`src/rtl/bcd_pkg.sv`:
```
// Shared types and constants for the BCD stopwatch controller.
package bcd_pkg;

  localparam int BCD_DIGITS = 4;
  localparam int DIGIT_W    = 4;

  typedef enum logic [1:0] {
    IDLE   = 2'd0,
    RUN    = 2'd1,
    PAUSED = 2'd2
  } state_t;

endpackage

```
`src/rtl/bcd_digit.sv`:
```
// One decimal digit of the stopwatch count. It wraps 9 -> 0 and raises carry
// in the same cycle so that the next digit up advances with it.
module bcd_digit
  import bcd_pkg::*;
(
  input  logic               clk,
  input  logic               reset,
  input  logic               clr,
  input  logic               inc,
  output logic [DIGIT_W-1:0] digit,
  output logic               carry
);

  assign carry = inc && (digit == DIGIT_W'(9));

  // Digit register: cleared by reset or clear, otherwise steps by one on inc.
  always_ff @(posedge clk) begin
    if (reset || clr) begin
      digit <= '0;
    end else if (inc) begin
      digit <= carry ? '0 : digit + DIGIT_W'(1);
    end
  end

endmodule

```
`src/rtl/bcd_stopwatch_ctrl.sv`:
```
// Stopwatch controller: a command FSM, a tick prescaler, a four-digit BCD
// counter chain, a lap capture register and a sticky overflow flag.
//
//   state  | meaning
//   -------+---------------------------------------------------------
//   IDLE   | count zeroed, prescaler stopped, lap commands ignored
//   RUN    | prescaler advancing, count increments on every tick
//   PAUSED | count and partial prescaler period frozen until start
//
// Commands are levels sampled every cycle. Only the highest-priority asserted
// command (clear > stop > start > lap) takes effect in a given cycle.
module bcd_stopwatch_ctrl
  import bcd_pkg::*;
#(
  parameter int TICK_DIV = 10
) (
  input  logic        clk,
  input  logic        reset,
  input  logic        start,
  input  logic        stop,
  input  logic        clear,
  input  logic        lap,
  output logic [15:0] bcd_out,
  output logic [15:0] lap_out,
  output logic        lap_valid,
  output logic        running,
  output logic        overflow
);

  localparam logic [15:0] PRE_LAST = 16'(TICK_DIV - 1);

  state_t              state;
  state_t              state_nxt;
  logic [15:0]         prescaler;
  logic                tick;
  logic                inc;
  logic                lap_take;
  logic [BCD_DIGITS:0] chain;

  assign tick     = (state == RUN) && (prescaler == PRE_LAST);
  // A stop or clear arriving on the tick cycle swallows that increment.
  assign inc      = tick && !clear && !stop;
  assign lap_take = lap && !clear && !stop && !start && (state != IDLE);
  assign running  = (state == RUN);
  assign chain[0] = inc;

  // Next-state decode in command priority order.
  always_comb begin
    state_nxt = state;
    if (clear) begin
      state_nxt = IDLE;
    end else if (stop) begin
      if (state == RUN) state_nxt = PAUSED;
    end else if (start) begin
      state_nxt = RUN;
    end
  end

  // State register.
  always_ff @(posedge clk) begin
    if (reset) state <= IDLE;
    else       state <= state_nxt;
  end

  // Prescaler advances only in RUN; PAUSED keeps the partial period.
  always_ff @(posedge clk) begin
    if (reset || clear) begin
      prescaler <= '0;
    end else if (state == RUN) begin
      prescaler <= tick ? '0 : prescaler + 16'd1;
    end
  end

  // Lap capture takes the count as it stood before this edge.
  always_ff @(posedge clk) begin
    if (reset || clear) begin
      lap_out   <= '0;
      lap_valid <= 1'b0;
    end else begin
      lap_valid <= lap_take;
      if (lap_take) lap_out <= bcd_out;
    end
  end

  // Sticky overflow, set when the top digit carries out (9999 -> 0000).
  always_ff @(posedge clk) begin
    if (reset || clear)           overflow <= 1'b0;
    else if (chain[BCD_DIGITS])   overflow <= 1'b1;
  end

  for (genvar i = 0; i < BCD_DIGITS; i++) begin : g_digit
    bcd_digit u_digit (
      .clk   (clk),
      .reset (reset),
      .clr   (clear),
      .inc   (chain[i]),
      .digit (bcd_out[i*DIGIT_W +: DIGIT_W]),
      .carry (chain[i+1])
    );
  end

endmodule

```
`config.mk`:
```
export PLATFORM = sky130hd
export DESIGN_NAME = bcd_stopwatch_ctrl
export DESIGN_NICKNAME = d
export VERILOG_FILES = /design/src/rtl/bcd_pkg.sv /design/src/rtl/bcd_digit.sv /design/src/rtl/bcd_stopwatch_ctrl.sv
export SDC_FILE = /design/constraint.sdc
export NUM_CORES = 1
export LEC_CHECK = 0
export ABC_AREA = 1
export CORE_AREA = 10 10 91 101
export DETAILED_ROUTE_END_ITERATION = 12
export DIE_AREA = 0 0 101 111
export RECOVER_POWER = 50
export SLEW_MARGIN = 0
export SYNTH_ARGS = -nofsm -noshare
export SYNTH_HDL_FRONTEND = slang
export SYNTH_SLANG_ARGS = --single-unit
```
`constraint.sdc`:
```
create_clock -name clk -period 3.69 [get_ports clk]
set_clock_uncertainty 0.15 [all_clocks]
set_input_delay 0.9225 -clock clk [delete_from_list [all_inputs] [get_ports clk]]
set_output_delay 0.9225 -clock clk [all_outputs]
set_load 0.005 [all_outputs]
```
---- Word-level counts from Yosys, hierarchy flattened ----
Index checks and enable logic that the tools add are counted.
operators by class
  add/sub/neg operators ................... 5
  divide/modulo/power cells ............... 0
  muxes and demuxes ....................... 8
  $mul .................................... 0
  eq/ne operators ......................... 7
  reductions and logical operators ........ 19
  order comparisons ....................... 0
  bitwise operators ....................... 0
  shift operators ......................... 0
operators with widths
  operator                                               count
  adder 16 x 1 -> 16 bit (second input constant)         1
  adder 4 x 1 -> 4 bit (second input constant)           4
  equality test 16 x 4 -> 1 bit (second input constant)  1
  equality test 4 bit (second input constant)            4
  2-to-1 mux 16 bit                                      1
  2-to-1 mux 4 bit                                       4
  logical AND 1 bit                                      11
  2-to-1 mux 2 bit                                       3
  nonzero test 2 bit                                     2
  zero test 1 bit                                        3
  equality test 2 x 1 -> 1 bit (second input constant)   1
  != test 2 x 1 -> 1 bit (second input constant)         1
  AND reduction 2 bit                                    1
  OR reduction 2 bit                                     1
  logical OR 1 bit                                       1
word-level totals
  logic and storage cells ................. 48
  output and inout bits ................... 35
  register bits after elaboration ......... 52
  latch bits .............................. 0
  memories kept ........................... 0
  ROM bits ................................ 0
  bits in writable memories ............... 0

---- Logic depth before layout (Yosys ltp) ----
  depth after elaboration ................. 9
  gate-level depth with buffers ........... 11
  depth with buffers taken out ............ 11

---- Cells and area by module ----
From an unflattened synthesis, not the netlist that was laid out.
unflattened totals
  cells, all modules ...................... 372
  area total of the unflattened synthesis .. 2686.3 sq um
by module, submodules not included
  module              cells an instance  area each (sq um)  times used
  bcd_stopwatch_ctrl  240                1770.4             1
  bcd_digit           33                 229.0              4

---- Worst setup path after synthesis ----
No wires, ideal clock.
  path kind ............................... input port to flip-flop
  start point ............................. input port stop
  end point ............................... register lap_out[7]
  cell stages on the path ................. 5
  setup slack ............................. 1.573 ns
  data arrival time ....................... 1.839 ns
  setup time .............................. 0.128 ns
  buffers on the path ..................... 1
  data required time ...................... 3.412 ns
  cell sequence ........................... nor2_1 -> o2111ai_1 -> clkbuf_1 -> o21ai_0 -> a21oi_1
on the way
  word-level cells in the longest chain between the ends .. 4
ends and longest elaborated chain
  what                            line                      RTL
  start: declaration              bcd_stopwatch_ctrl.sv:20  input logic stop,
  zero test 1 bit                 bcd_stopwatch_ctrl.sv:43  assign lap_take = lap && !clear && !stop && !start && (state != IDLE);
  logical AND 1 bit (3 in a row)  bcd_stopwatch_ctrl.sv:43
  end signal: assignment          bcd_stopwatch_ctrl.sv:81  if (lap_take) lap_out <= bcd_out;
  end: declaration                bcd_stopwatch_ctrl.sv:24  output logic [15:0] lap_out,
Every way passes these cells.
A chain may end at the register's enable or synchronous reset.

---- Worst setup path in the final report ----
  start point ............................. input port clear
  end point ............................... register state[0]
on the way
  word-level cells in the longest chain between the ends .. 1
ends and longest elaborated chain
  what                          line                      RTL
  start: declaration            bcd_stopwatch_ctrl.sv:21  input logic clear,
  OR reduction 2 bit (no line)  --
  end signal: assignment        bcd_stopwatch_ctrl.sv:62  else state <= state_nxt;
  end: declaration              bcd_stopwatch_ctrl.sv:32  state_t state;
Every way passes these cells.

==> flow_summary_export.csv <==
group,metric,value,unit
status,status,"finished clean",
cts,clock-sinks,52,
synth,ys_types,30,
sta,tightest_slew,1.03,ns
cts,cts_setup_buffers,0,
synth,synth_top_family_by_area,"simple AND/OR/NAND/NOR gates",
power_and_ir_drop,ir_drop,0.138,mV
synth,synthAdderAreaFrac,0.0513,
floorplan,core,7230,um^2
sta,worst_slack,0.802,ns
global_route,grt_use_total,0.102,
synth,synth_xor_area_frac,0.0323,
synth,yosys_warnings,0,
placed_design,pre_cts_ws,0.802,ns
power_and_ir_drop,internal_power,726,uW
power_and_ir_drop,pwr_density_cell,308,nW/um^2
global_route,globalRouteMet1Util,0.113,
detailed_routing,drt-total-wl,5530,um
floorplan,io_pins,41,
synth,synth.net_count,347,
floorplan,dieArea,11200,um^2
setup_path,cp_max_fo,26,
sta,setup_tns,0,ns
setup_path,end_kind,"flip-flop",
min_path,min_to,"lap_out[8]",
cts,clockBufferDepth,2,
power_and_ir_drop,p_switching,207,uW
synth,avgSynthCellArea,7.37,um^2
global_route,grt_overflow,0,
synth,yosys.area.top_type,"dfxtp_1",
synth,syn_area,2440,um^2
detailed_routing,via_per_inst,4.60,
global_route,grt_max_degree,34,
global_route,top_usage_layer,"met2",
global_route,grt_first_pass_wirelength,9640,um
cts,cts_tree,"yes",
placed_design,dp_cells,453,
sta,fin_crit_sh,0.783,
sta,relSlewSlack,0.310,
floorplan,start_util,0.338,
setup_path,reg2regPathDepth,8,
detailed_routing,num_vias,2121,
setup_path,crit_slowest_cell,"clkbuf_1",
cts,cts_inserted_buffers,5,
sta,rsz0062_at_grt,"no",
sta,finalCriticalPeriod,2.89,ns
cts,cts-root-buf,"clkbuf_8",
synth,synth.area.top_cells,"dfxtp_1, inv_1, nand2_1, nor2_1, a21oi_1",
final_layout,drive_gt1_frac,0.0455,
min_path,worstHoldStart,"lap_out[8]",
placed_design,hpwl,4200,um
synth,muxShareOfSynthArea,0,
synth,seq_area_frac_synth,0.427,
synth,ys_ff_latch,52,
cts,clk_pin_slew,0.09,ns
detailed_routing,initialDrtViolationCount,57,
power_and_ir_drop,pwr-share-comb,0.033,
placed_design,portBuffers,40,
power_and_ir_drop,switching_share,0.222,
setup_path,reg2reg_to,"g_digit[3].u_digit.digit[0]",
cts,cts_resized,0,
sta,drv_slew,0,
final_layout,final_cell_area,3030,um^2
synth,synth_compound_area_frac,0.123,
setup_path,cp.required,3.77,ns
power_and_ir_drop,clkPwrFrac,0.364,
global_route,grt_use_met2,0.174,
detailed_routing,drt_first_pass_iters,4,
setup_path,worstSetupStartpointType,"primary input",
setup_path,critical_path_class,"primary input to flip-flop",
cts,cts_hold_buf,0,
setup_path,reg2reg_slack,1.69,ns
final_layout,n_antenna_cell,0,
sta,timing.fmax,346,MHz
placed_design,postPlaceCellArea,2940,um^2
setup_path,max_stage_delay,0.79,ns
floorplan,fp-row-count,33,
final_layout,fin_nets,389,
detailed_routing,wl_per_cell,12.0,um
min_path,hold_path_depth,2,
setup_path,worstPathCellList,"dlygate4sd3_1, nor2_1, clkbuf_1, inv_1, a21oi_1",
power_and_ir_drop,p_seq_frac,0.603,
detailed_routing,drc,0,
min_path,hold_path_class,"flip-flop to flip-flop",
power_and_ir_drop,power_leakage,0.00116,uW
synth,netlist.area_leader.share,0.427,
final_layout,finalNonFillerCells,461,
synth,synthCells,331,
global_route,grt_pass1_vias,2092,
cts,htree_levels,2,
global_route,antenna_found_initial,0,
setup_path,rr_startpoint,"prescaler[0]",
detailed_routing,postRouteAntennaNets,0,
sta,setup_viol,0,
flow_run,max-cap-violations,0,
floorplan,die_y,111,um
sta,hold_viol_final,0,
final_layout,area_growth_syn_to_layout,24.0,%
setup_path,cp.arrival,2.97,ns
placed_design,finalWeightedCongestion,0.835,
synth,yosys.area_share.simple,0.265,
floorplan,die_x,101,um
global_route,use_met3,0.0418,
cts,clk_latency,0.31,ns
==> stage by stage <==
stage | hold WS [ns] | utilization | total power, uW
after floorplan | 0.290 | - | 594
after global placement | 0.282 | 0.406 | 608
after detailed placement | 0.287 | 0.406 | 608
after CTS | 0.302 | 0.419 | 949
after global routing | 0.316 | 0.419 | 974
final | 0.296 | 0.419 | 933
==> placed cells by master, fill, tap and decap left out <==
| cell type | synthesis | final |
|---|---|---|
| a211oi_1 | 1 | 1 |
| a21oi_1 | 27 | 27 |
| and3_1 | 1 | 1 |
| buf_4 | 0 | 1 |
| clkbuf_1 | 5 | 2 |
| clkbuf_8 | 0 | 6 |
| clkdlybuf4s50_1 | 0 | 16 |
| clkinv_1 | 1 | 1 |
| clkinvlp_4 | 0 | 1 |
| dfxtp_1 | 52 | 52 |
| dlygate4sd3_1 | 0 | 24 |
| ha_1 | 10 | 10 |
| inv_1 | 55 | 55 |
| inv_2 | 1 | 1 |
| nand2_1 | 53 | 53 |
| nand2_2 | 1 | 1 |
| nand3_1 | 23 | 23 |
| nand3_2 | 1 | 1 |
| nand3b_1 | 2 | 2 |
| nand4_1 | 5 | 5 |
| nand4_4 | 1 | 1 |
| nor2_1 | 40 | 40 |
| nor2_2 | 1 | 1 |
| nor2_4 | 3 | 3 |
| nor3_1 | 6 | 6 |
| nor3b_1 | 3 | 3 |
| o2111ai_2 | 0 | 1 |
| o211a_1 | 1 | 1 |
| o21a_1 | 1 | 1 |
| o21ai_0 | 23 | 23 |
| o31ai_1 | 2 | 2 |
| xnor2_1 | 2 | 2 |
| xor2_1 | 7 | 7 |
==> area by class of cell <==
type / count / area [um^2]
flip-flops and latches: 52 / 1040
inverters: 57 / 214
multi-input cells: 215 / 1160
well taps: 87 / 109
repair buffers: 42 / 412
clock buffers: 7 / 86.3
fillers: 749 / 4200
clock inverters: 1 / 7.51
==> synthesized netlist by cell type <==
master and count:
a211oi_1 1, inv_2 1, nand3_2 1, xnor2_1 2
a21oi_1 27, nand4_1 5, dfxtp_1 52, and3_1 1
clkbuf_1 5, nand2_1 53, buf_6 1, buf_2 1
ha_1 10, xor2_1 7, nand3_1 23, nand4_4 1
nor2_1 40, nor3b_1 3, o21a_1 1, nand3b_1 2
o211a_1 1, o2111ai_1 1, o21ai_0 23, nor2_4 3
nand2_2 1, clkinv_1 1, nor2_2 1, o31ai_1 2
nor3_1 6, inv_1 55
==> registers in the layout, indices dropped and copies added, names as in the netlist <==
name / count
lap_out: 16
g_digit.u_digit.digit: 16
overflow: 1
prescaler: 16
lap_valid: 1
state: 2
==> critical path: cells and delay by family <==
family | cells | cell delay, ns
AO/OA/AOI/OAI | 1 | 0.21
buffers and inverters | 3 | 1.68
AND/OR/NAND/NOR | 1 | 0.16
==> metal layers <==
| layer | wire (um) | part of all wire |
|---|---|---|
| met2 | 2680 | 0.49 |
| met4 | 55 | 0.0099 |
| met1 | 2440 | 0.44 |
| met5 | 0 | 0 |
| met3 | 347 | 0.063 |
==> worst max-delay path by stage <==
| stage | start | end | slack, ns | depth (start not counted) |
|---|---|---|---|---|
| 2_1_floorplan | stop | lap_out[7] | 1.57 | 5 |
| 3_3_place_gp | stop | g_digit[3].u_digit.digit[2] | 0.87 | 7 |
| 3_5_place_dp | stop | g_digit[3].u_digit.digit[2] | 0.80 | 7 |
| 4_1_cts | state[0] | running | 1.13 | 3 |
| 5_1_grt | clear | state[0] | 0.54 | 5 |
| 6_report | clear | state[0] | 0.80 | 5 |
==> power by group through the flow <==
stage	clock network (uW)	registers (uW)	logic (uW)
global placement	0	576	32.0
finish	340	563	30.7
floorplan	0	576	17.9
detailed placement	0	576	32.2
CTS	354	563	32.2
global route	375	563	35.6
==> logic make-up after synthesis <==
| logic type | count (synthesis) |
|---|---|
| simple gates | 140 |
| xor+xnor | 9 |
| fa+ha+maj | 10 |
| buf+inv | 64 |
| compound gates | 56 |
| flops | 52 |
(Power assumes the default switching activity.)
==> patch 1, RTL diff (same flow settings) <==
Put one more register stage on the output `lap_out`, cleared by the reset. The value now appears one clock later. The other outputs are not delayed to match.
--- a/src/rtl/bcd_stopwatch_ctrl.sv
+++ b/src/rtl/bcd_stopwatch_ctrl.sv
@@ -28,6 +28,8 @@
 );
 
   localparam logic [15:0] PRE_LAST = 16'(TICK_DIV - 1);
+
+  logic [15:0] lap_s0;
 
   state_t              state;
   state_t              state_nxt;
@@ -74,11 +76,11 @@
   // Lap capture takes the count as it stood before this edge.
   always_ff @(posedge clk) begin
     if (reset || clear) begin
-      lap_out   <= '0;
+      lap_s0    <= '0;
       lap_valid <= 1'b0;
     end else begin
       lap_valid <= lap_take;
-      if (lap_take) lap_out <= bcd_out;
+      if (lap_take) lap_s0 <= bcd_out;
     end
   end
 
@@ -99,5 +101,13 @@
     );
   end
 
+  always_ff @(posedge clk) begin
+    if (reset) begin
+      lap_out <= '0;
+    end else begin
+      lap_out <= lap_s0;
+    end
+  end
+
 endmodule
 
Check against the original RTL: same outputs for any inputs over 10 cycles, from zero or initial values and one cycle with reset high; that may be too few to reach the edited logic, so the function may still have changed.
==> patch 1 against the original RTL <==
- cell area increased by 19%
- routed wire length up 13%
- first-iteration DRC count up 100%
- sequential power rose by 31%
- power up 55%
- sequential cell count up 16
- largest cell class is now sequential cells
- area after synthesis is 18% higher
- highest routed layer unchanged
- worst setup slack improved by 0.16 ns
- maximum frequency up 5.8%
- largest power group unchanged
==> patch 1: results (changes against the original RTL) <==
set qor(run_status) {finished, final reports clean} ;# unchanged
set qor(yosys.area_share.xor_xnor) 0.0242 ;# was 0.0323
set qor(numPlacedInstances) 482 ;# was 453
set qor(yosys.area_share.adder) 0.0433 ;# was 0.0513
set qor(track_usage) 0.116 ;# was 0.102
set qor(grt_pass1_vias) 2253 ;# was 2092
set qor(crit_arrival_ns) 2.82 ;# was 2.97 ns
set qor(grt_first_pass_wirelength_microns) 10600 ;# was 9640 microns
set qor(layout_min_cycle_time_ns) 2.73 ;# was 2.89 ns
set qor(synth.top_cells.by_area) {dfxtp_1 47%, nor2_1 6.9%, inv_1 6.6%} ;# was dfxtp_1 43%, inv_1 8.5%, nand2_1 8.2%
set qor(placed_area_sq_mm) 0.00339 ;# was 0.00294 sq mm
set qor(dpl.hpwl_microns) 4470 ;# was 4200 microns
set qor(iteration_0_drc_count_of_the_detailed_router) 114 ;# was 57
set qor(avgSynthCellArea_sq_um) 8.03 ;# was 7.37 sq um
set qor(global_placer_s_final_weighted_congestion) 0.826 ;# was 0.835
set qor(netlist-cell-type-count) 37 ;# was 30
set qor(post_layout_net_count) 422 ;# was 389
set qor(largest_net_degree_at_the_start_of_global_routing) 27 ;# was 34
set qor(layout-drive-gt1-share) 0.0998 ;# was 0.0455
set qor(worstSkewPairLatency_ns) 0.34 ;# was 0.31 ns
set qor(pwr_density_cell_mw_per_mm2) 401 ;# was 308 mW/mm^2
set qor(hold_ws_ns) 0.282 ;# was 0.296 ns
set qor(worst_path_largest_cell_delay_ns) 0.47 ;# was 0.79 ns
set qor(postSynthNetCount) 376 ;# was 347
set qor(synth-compound-area-share) 0.118 ;# was 0.123
## patch 1: changes by cell type after synthesis, moves of 2 or more
cell      unedited run  this run
nor2_2               1         5
inv_2                1         3
nor2_4               3         5
dfxtp_1             52        68
nand4_1              5         7
nor2_1              40        53
o21ai_0             23        25
nand3b_1             2         0
nand3_1             23        19
nand2_1             53        42
inv_1               55        51
## patch 1: worst max-delay path, delay by kind of cell
family                 cells  cell delay (ns)
buffers and inverters      2             0.81
AOI/OAI and AO/OA          3             0.71
and+or+nand+nor            1             0.38
## patch 1: kinds of logic after synthesis
logic type | after synthesis
and+or+nand+nor | 150
adders and majority gates | 10
DFF | 68
xor gates and xnor gates | 8
buffers and inverters | 62
AOI/OAI and AO/OA | 62
## patch 1: where the power goes
group,internal [mW],switching [mW]
Sequential,0.734,0.00102
Combinational,0.0121,0.0243
Clock,0.382,0.290
## patch 1: final timing paths
| check | startpoint | end | depth (start not counted) |
|---|---|---|---|
| worst max-delay path | stop | lap_s0[8] | 6 |
| worst min-delay path | lap_s0[4] | lap_out[4] | 2 |
| worst max register to register | prescaler[0] | g_digit[3].u_digit.digit[0] | 8 |
| worst min register to register | lap_s0[4] | lap_out[4] | 2 |
## patch 1: cell type report
cell class,instances,share of cell area
repair buffers,43,0.116
clock buffers,10,0.0355
clock inverters,6,0.0243
inverters,54,0.0563
well taps,87,0.0302
flip-flops and latches,68,0.378
multi-input cells,230,0.359
## patch 1: routing by layer
metal | wire [microns] | up-vias | track usage
li1 | - | 1249 | -
met1 | 2930 | 1073 | 0.143
met2 | 2780 | 51 | 0.168
met3 | 457 | 7 | 0.0549
met4 | 55 | 0 | 0.0465
met5 | 0 | - | 0
==> patch 2, RTL diff (config.mk and constraints unchanged) <==
Without the edit above. Change the parameter `TICK_DIV` from 10 to 5.
--- a/src/rtl/bcd_stopwatch_ctrl.sv
+++ b/src/rtl/bcd_stopwatch_ctrl.sv
@@ -12,7 +12,7 @@
 module bcd_stopwatch_ctrl
   import bcd_pkg::*;
 #(
-  parameter int TICK_DIV = 10
+  parameter int TICK_DIV = 5
 ) (
   input  logic        clk,
   input  logic        reset,
Formal check against the unedited RTL: not equivalent (Yosys sat finds a counterexample within 10 cycles, from zero or initial values).
==> patch 2 against the original RTL <==
- worst hold slack got worse by 0.0013 ns
- cell area rose by 1.1%
- register-to-register slack got worse by 0.09 ns
- final cell count rose by 0.65%
- sequential share of layout area fell by 0.38 points
- routed wire length rose by 1.1%
- area after synthesis rose by 0.87%
- worst setup slack got worse by 0.011 ns
- power fell by 0.48%
- sequential cell count did not move
- utilization rose by 0.47 points
==> patch 2: results (changes against the original RTL) <==
set qor(maxSlewHeadroom) 0.323 ;# was 0.310
set qor(place.port_buffers) 40 ;# unchanged
set qor(initial_antenna_violation_count) 0 ;# unchanged
set qor(post_cts_resized) 0 ;# unchanged
set qor(layout_top_registers) {g_digit.u_digit.digit x16, lap_out x16, prescaler x16} ;# unchanged
set qor(clock_path_buffers) 2 ;# unchanged
set qor(track_usage) 0.102 ;# about the same
set qor(cts-htree-levels) 2 ;# unchanged
set qor(synth.top_cells.by_area) {dfxtp_1 42%, inv_1 8.2%, nand2_1 8.2%} ;# was dfxtp_1 43%, inv_1 8.5%, nand2_1 8.2%
set qor(numCtsBuffers) 5 ;# unchanged
set qor(vias_per_instance) 4.75 ;# was 4.60
set qor(leakage_nw) 1.18 ;# was 1.16 nW
set qor(yosys_warnings) 0 ;# unchanged
set qor(detail_route.first_pass.iterations) 4 ;# unchanged
set qor(insertedDiodeCount) 0 ;# unchanged
set qor(dpl.hpwl_microns) 4330 ;# was 4200 microns
set qor(asr_flop_ratio_synth) 0 ;# unchanged
set qor(peakVddDrop_mv) 0.180 ;# was 0.138 mV
set qor(grt_first_pass_wirelength_microns) 9610 ;# was 9640 microns
set qor(iteration_0_drc_count_of_the_detailed_router) 79 ;# was 57
set qor(synth_top_cells_by_count) {54 x inv_1, 54 x nand2_1, 52 x dfxtp_1} ;# was 55 x inv_1, 53 x nand2_1, 52 x dfxtp_1
set qor(global_placer_s_final_weighted_congestion) 0.818 ;# was 0.835
set qor(grt_pass1_vias) 2070 ;# was 2092
set qor(cts_clock_pin_slew_for_the_worst_setup_and_hold_paths_ns) 0.09 ;# about the same
set qor(post_cts.repair.setup_buffers) 0 ;# unchanged
set qor(largest_net_degree_at_the_start_of_global_routing) 30 ;# was 34
set qor(library_cell_used_as_clock_root_buffer) {clkbuf_8} ;# unchanged
set qor(synth_flop_cell) {dfxtp_1} ;# unchanged
set qor(post_layout_net_count) 392 ;# was 389
set qor(run_status) {finished, final reports clean} ;# unchanged
set qor(setup_total_negative_slack_ns) 0 ;# unchanged
set qor(sequential_area_share_after_synthesis) 0.423 ;# was 0.427
set qor(postSynthNetCount) 348 ;# was 347
set qor(crit_arrival_ns) 2.91 ;# was 2.97 ns
set qor(grt.met2_usage) 0.168 ;# was 0.174
set qor(worstSkewPairLatency_ns) 0.30
set qor(layout-drive-gt1-share) 0.0531 ;# was 0.0455
set qor(avgRoutedWirePerCell_microns) 12.0 ;# about the same
set qor(max_fanout_on_critical_path) 29 ;# was 26
set qor(hold_path.class) {reg2reg} ;# unchanged
set qor(netlist-cell-type-count) 34 ;# was 30
set qor(use_met1) 0.119 ;# was 0.113
set qor(grt.met3_usage) 0.0380 ;# was 0.0418
[patch 2: worst paths after layout]
path | start | endpoint | slack [ns] | cells after the start
worst max-delay path | clear | lap_out[8] | 0.79 | 5
worst min-delay path | lap_out[1] | lap_out[1] | 0.29 | 2
worst max register to register | prescaler[0] | g_digit[1].u_digit.digit[1] | 1.60 | 9
worst min register to register | lap_out[1] | lap_out[1] | 0.29 | 2
[patch 2: final cells by class]
class                           count  area (sq um)
Inverter                           57           214
Timing Repair Buffer               43           419
Fill cell                         772          4170
Clock inverter                      1          7.51
Multi-Input combinational cell    217          1180
Sequential cell                    52          1040
Tap cell                           87           109
Clock buffer                        7          86.3
[patch 2: power breakdown]
part / switching (mW) / internal [mW]
Sequential: 0.00114 / 0.562
Combinational: 0.0199 / 0.0118
Clock: 0.181 / 0.153
[patch 2: cells by family (layout without fill, tap and decap cells)]
kind of cell	count (synthesis)	after routing	share of synthesized area
fa+ha+maj	10	10	0.0508
xor+xnor	9	9	0.0320
buf+inv	63	108	0.0991
compound gates	53	53	0.116
simple gates	145	145	0.279
flops	52	52	0.423
[patch 2: critical path, stage by stage]
cell and delay (ns):
dlygate4sd3_1 0.55, nor2_1 0.36, o2111ai_2 0.62, o21ai_0 0.39, a21oi_1 0.06
[patch 2: routing by layer]
metal | up-vias | wire (microns) | part of all wire
met5 | - | 0 | 0
met4 | 0 | 63 | 0.011
met3 | 5 | 278 | 0.050
met2 | 24 | 2790 | 0.50
met1 | 1015 | 2450 | 0.44
li1 | 1160 | - | -
[patch 2: stage by stage]
stage,std cells,worst slack (ns),hold WS [ns],utilization,instance area (sq um)
3_5_place_dp,456,0.548,0.289,0.411,2970
3_3_place_gp,456,0.628,0.286,0.411,2970
4_1_cts,464,0.884,0.301,0.424,3060
2_1_floorplan,332,1.53,0.290,-,2460
6_report,464,0.791,0.295,0.423,3060
5_1_grt,464,0.533,0.329,0.423,3060
